**src/rtl/muldiv_pkg.sv**
```systemverilog
// Shared definitions for the multiply/divide unit: R-type funct codes and FSM states.
package muldiv_pkg;

  localparam logic [5:0] FN_MFHI  = 6'h10;
  localparam logic [5:0] FN_MTHI  = 6'h11;
  localparam logic [5:0] FN_MFLO  = 6'h12;
  localparam logic [5:0] FN_MTLO  = 6'h13;
  localparam logic [5:0] FN_MULTU = 6'h19;
  localparam logic [5:0] FN_DIVU  = 6'h1B;

  typedef enum logic [1:0] {
    ST_IDLE = 2'd0,
    ST_MUL  = 2'd1,
    ST_DIV  = 2'd2
  } state_t;

  function automatic logic is_unit_op(input logic [5:0] f);
    return (f == FN_MULTU) || (f == FN_DIVU) || (f == FN_MFHI) ||
           (f == FN_MFLO)  || (f == FN_MTHI) || (f == FN_MTLO);
  endfunction

endpackage

```
**src/rtl/muldiv_step.sv**
```systemverilog
// One combinational iteration of the shift-add multiplier or restoring divider.
// acc/lsr hold {product_hi, multiplier} when multiplying and {remainder, quotient} when dividing.
module muldiv_step #(
  parameter int unsigned WIDTH = 32
) (
  input  logic             div_mode,
  input  logic [WIDTH-1:0] operand,
  input  logic [WIDTH-1:0] acc,
  input  logic [WIDTH-1:0] lsr,
  output logic [WIDTH-1:0] acc_next,
  output logic [WIDTH-1:0] lsr_next
);

  logic [WIDTH:0]   sum;
  logic [WIDTH:0]   shifted;
  logic [WIDTH-1:0] addend;

  always_comb begin
    sum      = '0;
    shifted  = '0;
    addend   = '0;
    acc_next = acc;
    lsr_next = lsr;
    if (div_mode) begin
      // Remainder stays below the divisor, so the trial difference always fits WIDTH bits.
      shifted = {acc, lsr[WIDTH-1]};
      if (shifted >= {1'b0, operand}) begin
        sum      = shifted - {1'b0, operand};
        acc_next = sum[WIDTH-1:0];
        lsr_next = {lsr[WIDTH-2:0], 1'b1};
      end else begin
        acc_next = shifted[WIDTH-1:0];
        lsr_next = {lsr[WIDTH-2:0], 1'b0};
      end
    end else begin
      addend   = lsr[0] ? operand : '0;
      sum      = {1'b0, acc} + {1'b0, addend};
      acc_next = sum[WIDTH:1];
      lsr_next = {sum[0], lsr[WIDTH-1:1]};
    end
  end

endmodule

```
**src/rtl/muldiv_unit.sv**
```systemverilog
// Multi-cycle unsigned MULTU/DIVU unit owning HI/LO; serves MF*/MT* and raises the EX stall.
module muldiv_unit
  import muldiv_pkg::*;
#(
  parameter int unsigned WIDTH = 32
) (
  input  logic             clk,
  input  logic             rst,
  input  logic             req_valid,
  input  logic [5:0]       funct,
  input  logic [WIDTH-1:0] src_a,
  input  logic [WIDTH-1:0] src_b,
  input  logic             kill,
  output logic             stall,
  output logic             busy,
  output logic             done,
  output logic [WIDTH-1:0] rd_data,
  output logic [WIDTH-1:0] hi,
  output logic [WIDTH-1:0] lo
);

  localparam int unsigned      CNT_W = $clog2(WIDTH) + 1;
  localparam logic [CNT_W-1:0] LAST  = CNT_W'(WIDTH - 1);

  state_t           state;
  logic [CNT_W-1:0] cnt;
  logic [WIDTH-1:0] operand;
  logic [WIDTH-1:0] acc;
  logic [WIDTH-1:0] lsr;
  logic [WIDTH-1:0] acc_next;
  logic [WIDTH-1:0] lsr_next;
  logic             accept;

  assign accept = req_valid & ~kill & (state == ST_IDLE);
  assign stall  = req_valid & is_unit_op(funct) & busy;

  always_comb begin
    rd_data = '0;
    case (funct)
      FN_MFHI: rd_data = hi;
      FN_MFLO: rd_data = lo;
      default: rd_data = '0;
    endcase
  end

  muldiv_step #(.WIDTH(WIDTH)) u_step (
    .div_mode (state == ST_DIV),
    .operand  (operand),
    .acc      (acc),
    .lsr      (lsr),
    .acc_next (acc_next),
    .lsr_next (lsr_next)
  );

  always_ff @(posedge clk) begin
    if (rst) begin
      state   <= ST_IDLE;
      cnt     <= '0;
      operand <= '0;
      acc     <= '0;
      lsr     <= '0;
      hi      <= '0;
      lo      <= '0;
      busy    <= 1'b0;
      done    <= 1'b0;
    end else begin
      done <= 1'b0;
      case (state)
        ST_IDLE: begin
          if (accept) begin
            case (funct)
              FN_MULTU: begin
                state   <= ST_MUL;
                busy    <= 1'b1;
                cnt     <= '0;
                operand <= src_a;
                acc     <= '0;
                lsr     <= src_b;
              end
              FN_DIVU: begin
                state   <= ST_DIV;
                busy    <= 1'b1;
                cnt     <= '0;
                operand <= src_b;
                acc     <= '0;
                lsr     <= src_a;
              end
              FN_MTHI: hi <= src_a;
              FN_MTLO: lo <= src_a;
              default: ;
            endcase
          end
        end
        ST_MUL, ST_DIV: begin
          // A kill landing on the final iteration still wins: nothing is committed.
          if (kill) begin
            state <= ST_IDLE;
            busy  <= 1'b0;
          end else begin
            acc <= acc_next;
            lsr <= lsr_next;
            cnt <= (cnt == '1) ? cnt : cnt + 1'b1;
            if (cnt == LAST) begin
              state <= ST_IDLE;
              busy  <= 1'b0;
              done  <= 1'b1;
              hi    <= acc_next;
              lo    <= lsr_next;
            end
          end
        end
        default: begin
          state <= ST_IDLE;
          busy  <= 1'b0;
        end
      endcase
    end
  end

endmodule

```
**config.mk**
```make
export PLATFORM = sky130hd
export DESIGN_NAME = muldiv_unit
export DESIGN_NICKNAME = d
export VERILOG_FILES = /design/src/rtl/muldiv_pkg.sv /design/src/rtl/muldiv_step.sv /design/src/rtl/muldiv_unit.sv
export SDC_FILE = /design/constraint.sdc
export NUM_CORES = 1
export LEC_CHECK = 0
export ABC_CLOCK_PERIOD_IN_PS = 5400
export CAP_MARGIN = 20
export CORE_UTILIZATION = 45
export DETAILED_ROUTE_END_ITERATION = 12
export PLACE_DENSITY_LB_ADDON = 0.25
export SYNTH_ARGS = -nofsm -noshare
export SYNTH_HDL_FRONTEND = slang
export SYNTH_SLANG_ARGS = --single-unit
```
**constraint.sdc**
```tcl
create_clock -name clk -period 5.4 [get_ports clk]
set_input_delay 1.08 -clock clk [delete_from_list [all_inputs] [get_ports clk]]
set_output_delay 1.08 -clock clk [all_outputs]
set_load 0.1 [all_outputs]
```
## Word level (Yosys, flattened, before mapping)

Cells that the tools add are included.

| storage, ports and cells | value |
|---|---|
| logic and storage cells | 98 |
| output and inout bits | 99 |
| bits in registers | 170 |
| bits of input ports | 74 |

| operators by class | value |
|---|---|
| bitwise logic cells | 6 |
| mux-type cells | 41 |
| $lt $le $gt $ge | 1 |
| add/subtract/negate cells | 3 |
| equality and inequality tests | 19 |
| reduce and logical (&&, ||, !) cells | 19 |

Operators by type and width:

| cell | count |
|---|---|
| $mux W32 | 17 |
| $pmux W32 S2 | 7 |
| $eq A6 B5 Y1 const B | 7 |
| $add A32 B32 Y33 | 1 |
| $ge A33 B32 Y1 | 1 |
| $sub A32 B32 Y32 | 1 |
| $mux W6 | 4 |
| $reduce_and A5 Y1 | 3 |
| $pmux W6 S2 | 1 |
| $ne A2 B2 Y1 const B | 5 |
| $reduce_and A3 Y1 | 3 |
| $pmux W2 S2 | 2 |
| $reduce_and A4 Y1 | 2 |
| $add A6 B1 Y6 const B | 1 |
| $eq A6 B6 Y1 const B | 1 |
| $mux W1 | 6 |
| $mux W2 | 3 |
| $logic_or A1 B1 Y1 | 5 |
| $and A1 B1 Y1 | 4 |
| $ne A2 B1 Y1 const B | 2 |
| $reduce_bool A2 Y1 | 2 |
| $reduce_or A2 Y1 | 2 |
| $ne A3 B1 Y1 const B | 1 |
| $ne A3 B3 Y1 const B | 1 |
| other kinds (6) | 7 |

## Depth between registers and ports, before layout

| depth | value |
|---|---|
| word-level depth | 8 |
| depth in mapped cells | 15 |
| depth with buffers taken out | 14 |

## Cells and area by module

From an unflattened synthesis, not the netlist that was laid out.

| unflattened totals | value |
|---|---|
| cell total of the unflattened synthesis | 1726 |
| area, all modules | 14177.3 um^2 |

Modules (own cells, without submodules):

| module | times used | cells an instance | area an instance (um^2) | seq. area each (um^2) |
|---|---|---|---|---|
| muldiv_unit | 1 | 1021 | 9310.2 | 3403.3 |
| muldiv_step | 1 | 705 | 4867.2 | 0.0 |

## Worst setup path after synthesis

OpenSTA, ideal clock, no wires.

| path | value |
|---|---|
| path kind | input to output |
| start point | input port funct[1] |
| end point | output port rd_data[0] |
| data required time | 4.320 ns |
| setup slack | 0.744 ns |
| stages on the path | 5 |
| path buffers | 3 |
| data arrival time | 3.576 ns |
| cells stage by stage | clkbuf_1 clkbuf_1 buf_1 mux2i_1 nor2_1 |

| between the ends | value |
|---|---|
| longest elaborated chain between the ends | 2 |
| elaborated cells on any way between the ends | 3 |
| those cells by class | eq/ne: 2; mux: 1 |

RTL lines:

| element | line | source |
|---|---|---|
| start, declared | muldiv_unit.sv:10 | `input logic [5:0] funct,` |
| $eq A6 B5 Y1 | muldiv_unit.sv:39 | `case (funct)` |
| $pmux W32 S2 (*) | muldiv_unit.sv:39 |  |
| end, declared | muldiv_unit.sv:17 | `output logic [WIDTH-1:0] rd_data,` |

Every way passes the cells marked *; elsewhere a longest branch is shown, timed or not.

## Final worst setup path

| path | value |
|---|---|
| start point | input port funct[0] |
| end point | output port stall |

| between the ends | value |
|---|---|
| longest elaborated chain between the ends | 8 |
| elaborated cells on any way between the ends | 13 |
| those cells by class | eq/ne: 6; bitwise: 2; reduce/logical: 5 |

RTL lines:

| element | line | source |
|---|---|---|
| $eq A6 B5 Y1 | muldiv_pkg.sv:18 | `return (f == FN_MULTU) \|\| (f == FN_DIVU) \|\| (f == FN_MFHI) \|\|` |
| $logic_or A1 B1 Y1 (3 in a row) | muldiv_pkg.sv:18 |  |
| $logic_or A1 B1 Y1 | muldiv_pkg.sv:19 | `(f == FN_MFLO) \|\| (f == FN_MTHI) \|\| (f == FN_MTLO);` |
| $logic_or A1 B1 Y1 (*) | muldiv_pkg.sv:19 |  |
| $and A1 B1 Y1 (*) (2 in a row) | muldiv_unit.sv:35 | `assign stall = req_valid & is_unit_op(funct) & busy;` |
| end, declared | muldiv_unit.sv:14 | `output logic stall,` |

Marked as above.

==> impl_results.md <==
- Drt initial violations: 1366
- Antenna violations before repair: 1
- Router iterations before antenna repair: 6
- Max incr delay on CP: 1.13 ns
- Worst IR drop on VDD: roughly 0.00021 V
- Clock network latency to the later pin of the worst-skew pair: ~0.44 ns
- Placed cell count: 2203
- GRT Util Overall: between 30 and 40%
- Primary FF master, synth: sky130_fd_sc_hd__dfxtp_1
- Area share of xor/xnor cells in the synthesized design: 3.59%
- Layout cells sized above 1: under 10%
- Clock Pin Slew Worst Setup and Hold Paths: 0.07 ns
- Total area of multi-input combinational cells: 8590 um2
- Number of synthesized flops with an enable pin: 0
- Clock tree from TritonCTS: built
- Fin crit period: between 4 and 5 ns
- Total clock buffers created by CTS: 17
- Final Instance Count excl. Fillers: 2236
- Die Ht: 170 um
- CTS Hold Bufs: 0
- Number of fill cells in the layout: around 2700
- Register Area: 3400 um2
- Cell mode on critical path: sky130_fd_sc_hd__clkdlybuf4s50_1
- Crit path buf inv count: 2
- Result of the run: complete, no violations
- Fmax: 0.246 GHz
- Share of synthesized area occupied by flip-flops and latches: 26.8%
- Count of unresolved DRC violations after routing: 0
- Top-Level Pins: 173
- Path depth of the worst reg2reg path: 13
- Share of synthesized flip-flops with an asynchronous set or reset: 0%
- Endpoint, Worst Hold: lsr[31]
- Wire length per cell: around 20 um
- Remaining number of nets flagged by the antenna check after routing: 0
- Total core area: 27800 um2
- Post-Layout Inst Area: around 15000 um2
- Worst Hold Depth: 2
- Actual slew at the worst max-slew pin: 0.999 ns
- Total global routing overflow: 0
- Final setup violation count: 0
- Skew final: 0.0137 ns
- RSZ-0062 raised after global routing: false
- Cell Rows: 61
- Worst setup slack before clock tree synthesis: 1.24 ns
- Number of cells upsized or downsized after cts: 0
- Hold path startpoint: lsr[31]
- Worst reg2reg endpoint: hi[30]
- Clock sink total: 170
- Total setup buffers inserted after CTS: 0
- Complex-gate fraction of the synthesized area: 27.0%
- P&R area growth vs syn: 19.2%
- Effective utilization at floorplan: 45.6%
- Critical Path RT: 4.32 ns
- Instance area at placement: 14500 um2
- Crit-path max FO: 5
- H-tree lvl count: 4
- Mean area per synthesized cell: 7.21 um2
- Proportion of synthesized area in mux cells: ~6.6%
- Launch instance of the worst register-to-register path: lsr[0]
- Reg2reg setup slack: 1.57 ns
- Adder and majority gate portion of the synthesized area: 7.03%
- Die Area: between 20000 and 30000 um2
- Number of flip-flops and latches in the synthesized netlist: 170
- Leading cell type in the layout, fill and taps excluded: sky130_fd_sc_hd__nand2_1
- Leakage power: between 5 and 6 nW
- Largest net degree at the start of global routing: 76
- Net count after synthesis: 1903
- Endpoint type of the worst setup path: output port
- Placed wire-length estimate: 32.2 mm
- Vias in the first global route: 12044
- Vias/cell: 6.00
- Detailed-route wire length: 43.7 mm
- Type of the setup path with the least slack: input port to output port
- Largest family of logic cells by synthesized area: compound AO/OA/AOI/OAI gates
- Wire length of the first global-routing pass: 67.7 mm
- Critical Path AT: ~3.0 ns
- List of cells traversed by the critical path: clkdlybuf4s50_1 -> o211ai_1 -> nor2_1 -> clkdlybuf4s50_1
- Cell with the largest stage delay on the worst path: sky130_fd_sc_hd__clkdlybuf4s50_1
- Final clock period utilization by the worst path: 75.2%
- Diodes inserted: 0
- Startpoint type of the worst setup path: input port
- Number of buffer cells added on primary ports: 172
- Worst rel slew slack: around a third
- Synthesis warning total: 0
- Worst min path class: register to register
- Gate Count Post-Synth: 1759
- Post-Synth Simple-Gate Area: 23.1%
- Horizontal extent of the die: 170 um
- Unique masters post-synth: 75
- Max-cap violations: 0
- Netlist area before placement: 12700 um2
- Smallest setup slack after layout: 1.34 ns
- RePlAce Congestion: 0.995
- Commonest cells after routing, fill and taps aside: 269 x sky130_fd_sc_hd__nand2_1, 240 x sky130_fd_sc_hd__a21oi_1, 170 x sky130_fd_sc_hd__dfxtp_1
- P per Cell Area: 189 nW/um2
- Total count of max-transition violations in the final report: 0
- Clk buf depth: 2
- NumNets Final: 1990
- Setup TNS Final: 0 ns
- Number of vias in the routed layout: about 13000
- Worst hold slack: 0.456 ns
- Hold Vio Cnt, Final: 0
- CTS Root Buffer Type: sky130_fd_sc_hd__clkbuf_16
- Largest delay contributor family on the critical path: buffers and inverters
==> worst min-delay path: cells and delay by family (launching register included) <==
family | cells | cell delay (ns)
AO/OA/AOI/OAI | 1 | 0.05
flip-flops | 1 | 0.31
AND/OR/NAND/NOR | 1 | 0.05
==> report_power, final <==
part	internal (mW)	switching, mW
logic	0.146	0.217
clock network	0.679	0.546
registers	1.26	0.00761
total	2.08	0.771
==> registers in the layout, summed over array words and instances, names as in the netlist <==
name and flops:
acc 32, busy 1, cnt 6, done 1
hi 32, lo 32, lsr 32, operand 32
state 2
==> cell type report <==
| type | count | share of cell area (%) |
|---|---|---|
| multi-input combinational | 1402 | 56.8 |
| sequential | 170 | 22.5 |
| timing repair buffer | 195 | 12.2 |
| tap | 378 | 3.13 |
| clock buffer | 21 | 3.11 |
| inverter | 60 | 1.49 |
| clock inverter | 10 | 0.729 |
==> through the flow <==
stage,utilization [%],total power [mW]
3_5_place_dp,52.1,1.65
3_3_place_gp,52.1,1.65
4_1_cts,54.2,2.86
6_report,54.4,2.86
2_1_floorplan,-,1.52
5_1_grt,54.4,2.94
==> cells in the mapped netlist, types with 8 or more instances <==
cell type	instances	area, um2
sky130_fd_sc_hd__nand2_1	270	1010
sky130_fd_sc_hd__a21oi_1	242	1210
sky130_fd_sc_hd__dfxtp_1	170	3400
sky130_fd_sc_hd__nor2_1	145	544
sky130_fd_sc_hd__clkbuf_1	100	375
sky130_fd_sc_hd__nand3_1	88	440
sky130_fd_sc_hd__mux2i_1	83	831
sky130_fd_sc_hd__ha_1	68	851
sky130_fd_sc_hd__o21ai_0	60	300
sky130_fd_sc_hd__inv_1	59	221
sky130_fd_sc_hd__o211ai_1	54	405
sky130_fd_sc_hd__a211oi_1	46	345
sky130_fd_sc_hd__and2_1	39	244
sky130_fd_sc_hd__nor2b_1	37	231
sky130_fd_sc_hd__xnor2_1	36	315
sky130_fd_sc_hd__a21o_1	25	188
sky130_fd_sc_hd__a31oi_1	16	100
sky130_fd_sc_hd__buf_1	16	60.1
sky130_fd_sc_hd__xor2_1	16	140
sky130_fd_sc_hd__o21ai_1	15	75.1
sky130_fd_sc_hd__o22ai_1	13	81.3
sky130_fd_sc_hd__nand4_1	11	68.8
sky130_fd_sc_hd__nor3_1	11	55.1
sky130_fd_sc_hd__and3_1	8	50.1
==> how the worst max path moves through the flow <==
stage / start / slack [ns] / endpoint / cells past startpoint
floorplan: funct[1] / 0.74 / rd_data[0] / 5
global placement: funct[5] / 1.26 / rd_data[4] / 6
detailed placement: funct[5] / 1.24 / rd_data[13] / 6
CTS: funct[5] / 1.23 / rd_data[13] / 6
global route: funct[0] / 1.30 / stall / 4
finish: funct[0] / 1.34 / stall / 4
==> metal layers <==
layer	part of all wire, %	GRT usage, %	up-vias	routed length (um)
met5	0.023	0	-	10
met4	1.4	6.93	2	610
met3	8.9	5.51	46	3880
met2	42	44.4	598	18500
met1	47	44.6	6326	20700
li1	-	-	6441	-
==> logic make-up after synthesis <==
kind of cell | Yosys count
AOI/OAI and AO/OA | 549
xor gates and xnor gates | 52
adders and majority gates | 70
buffers and inverters | 187
DFF | 170
muxes | 84
and+or+nand+nor | 647
Note: power is estimated with default switching activity, not from simulation.
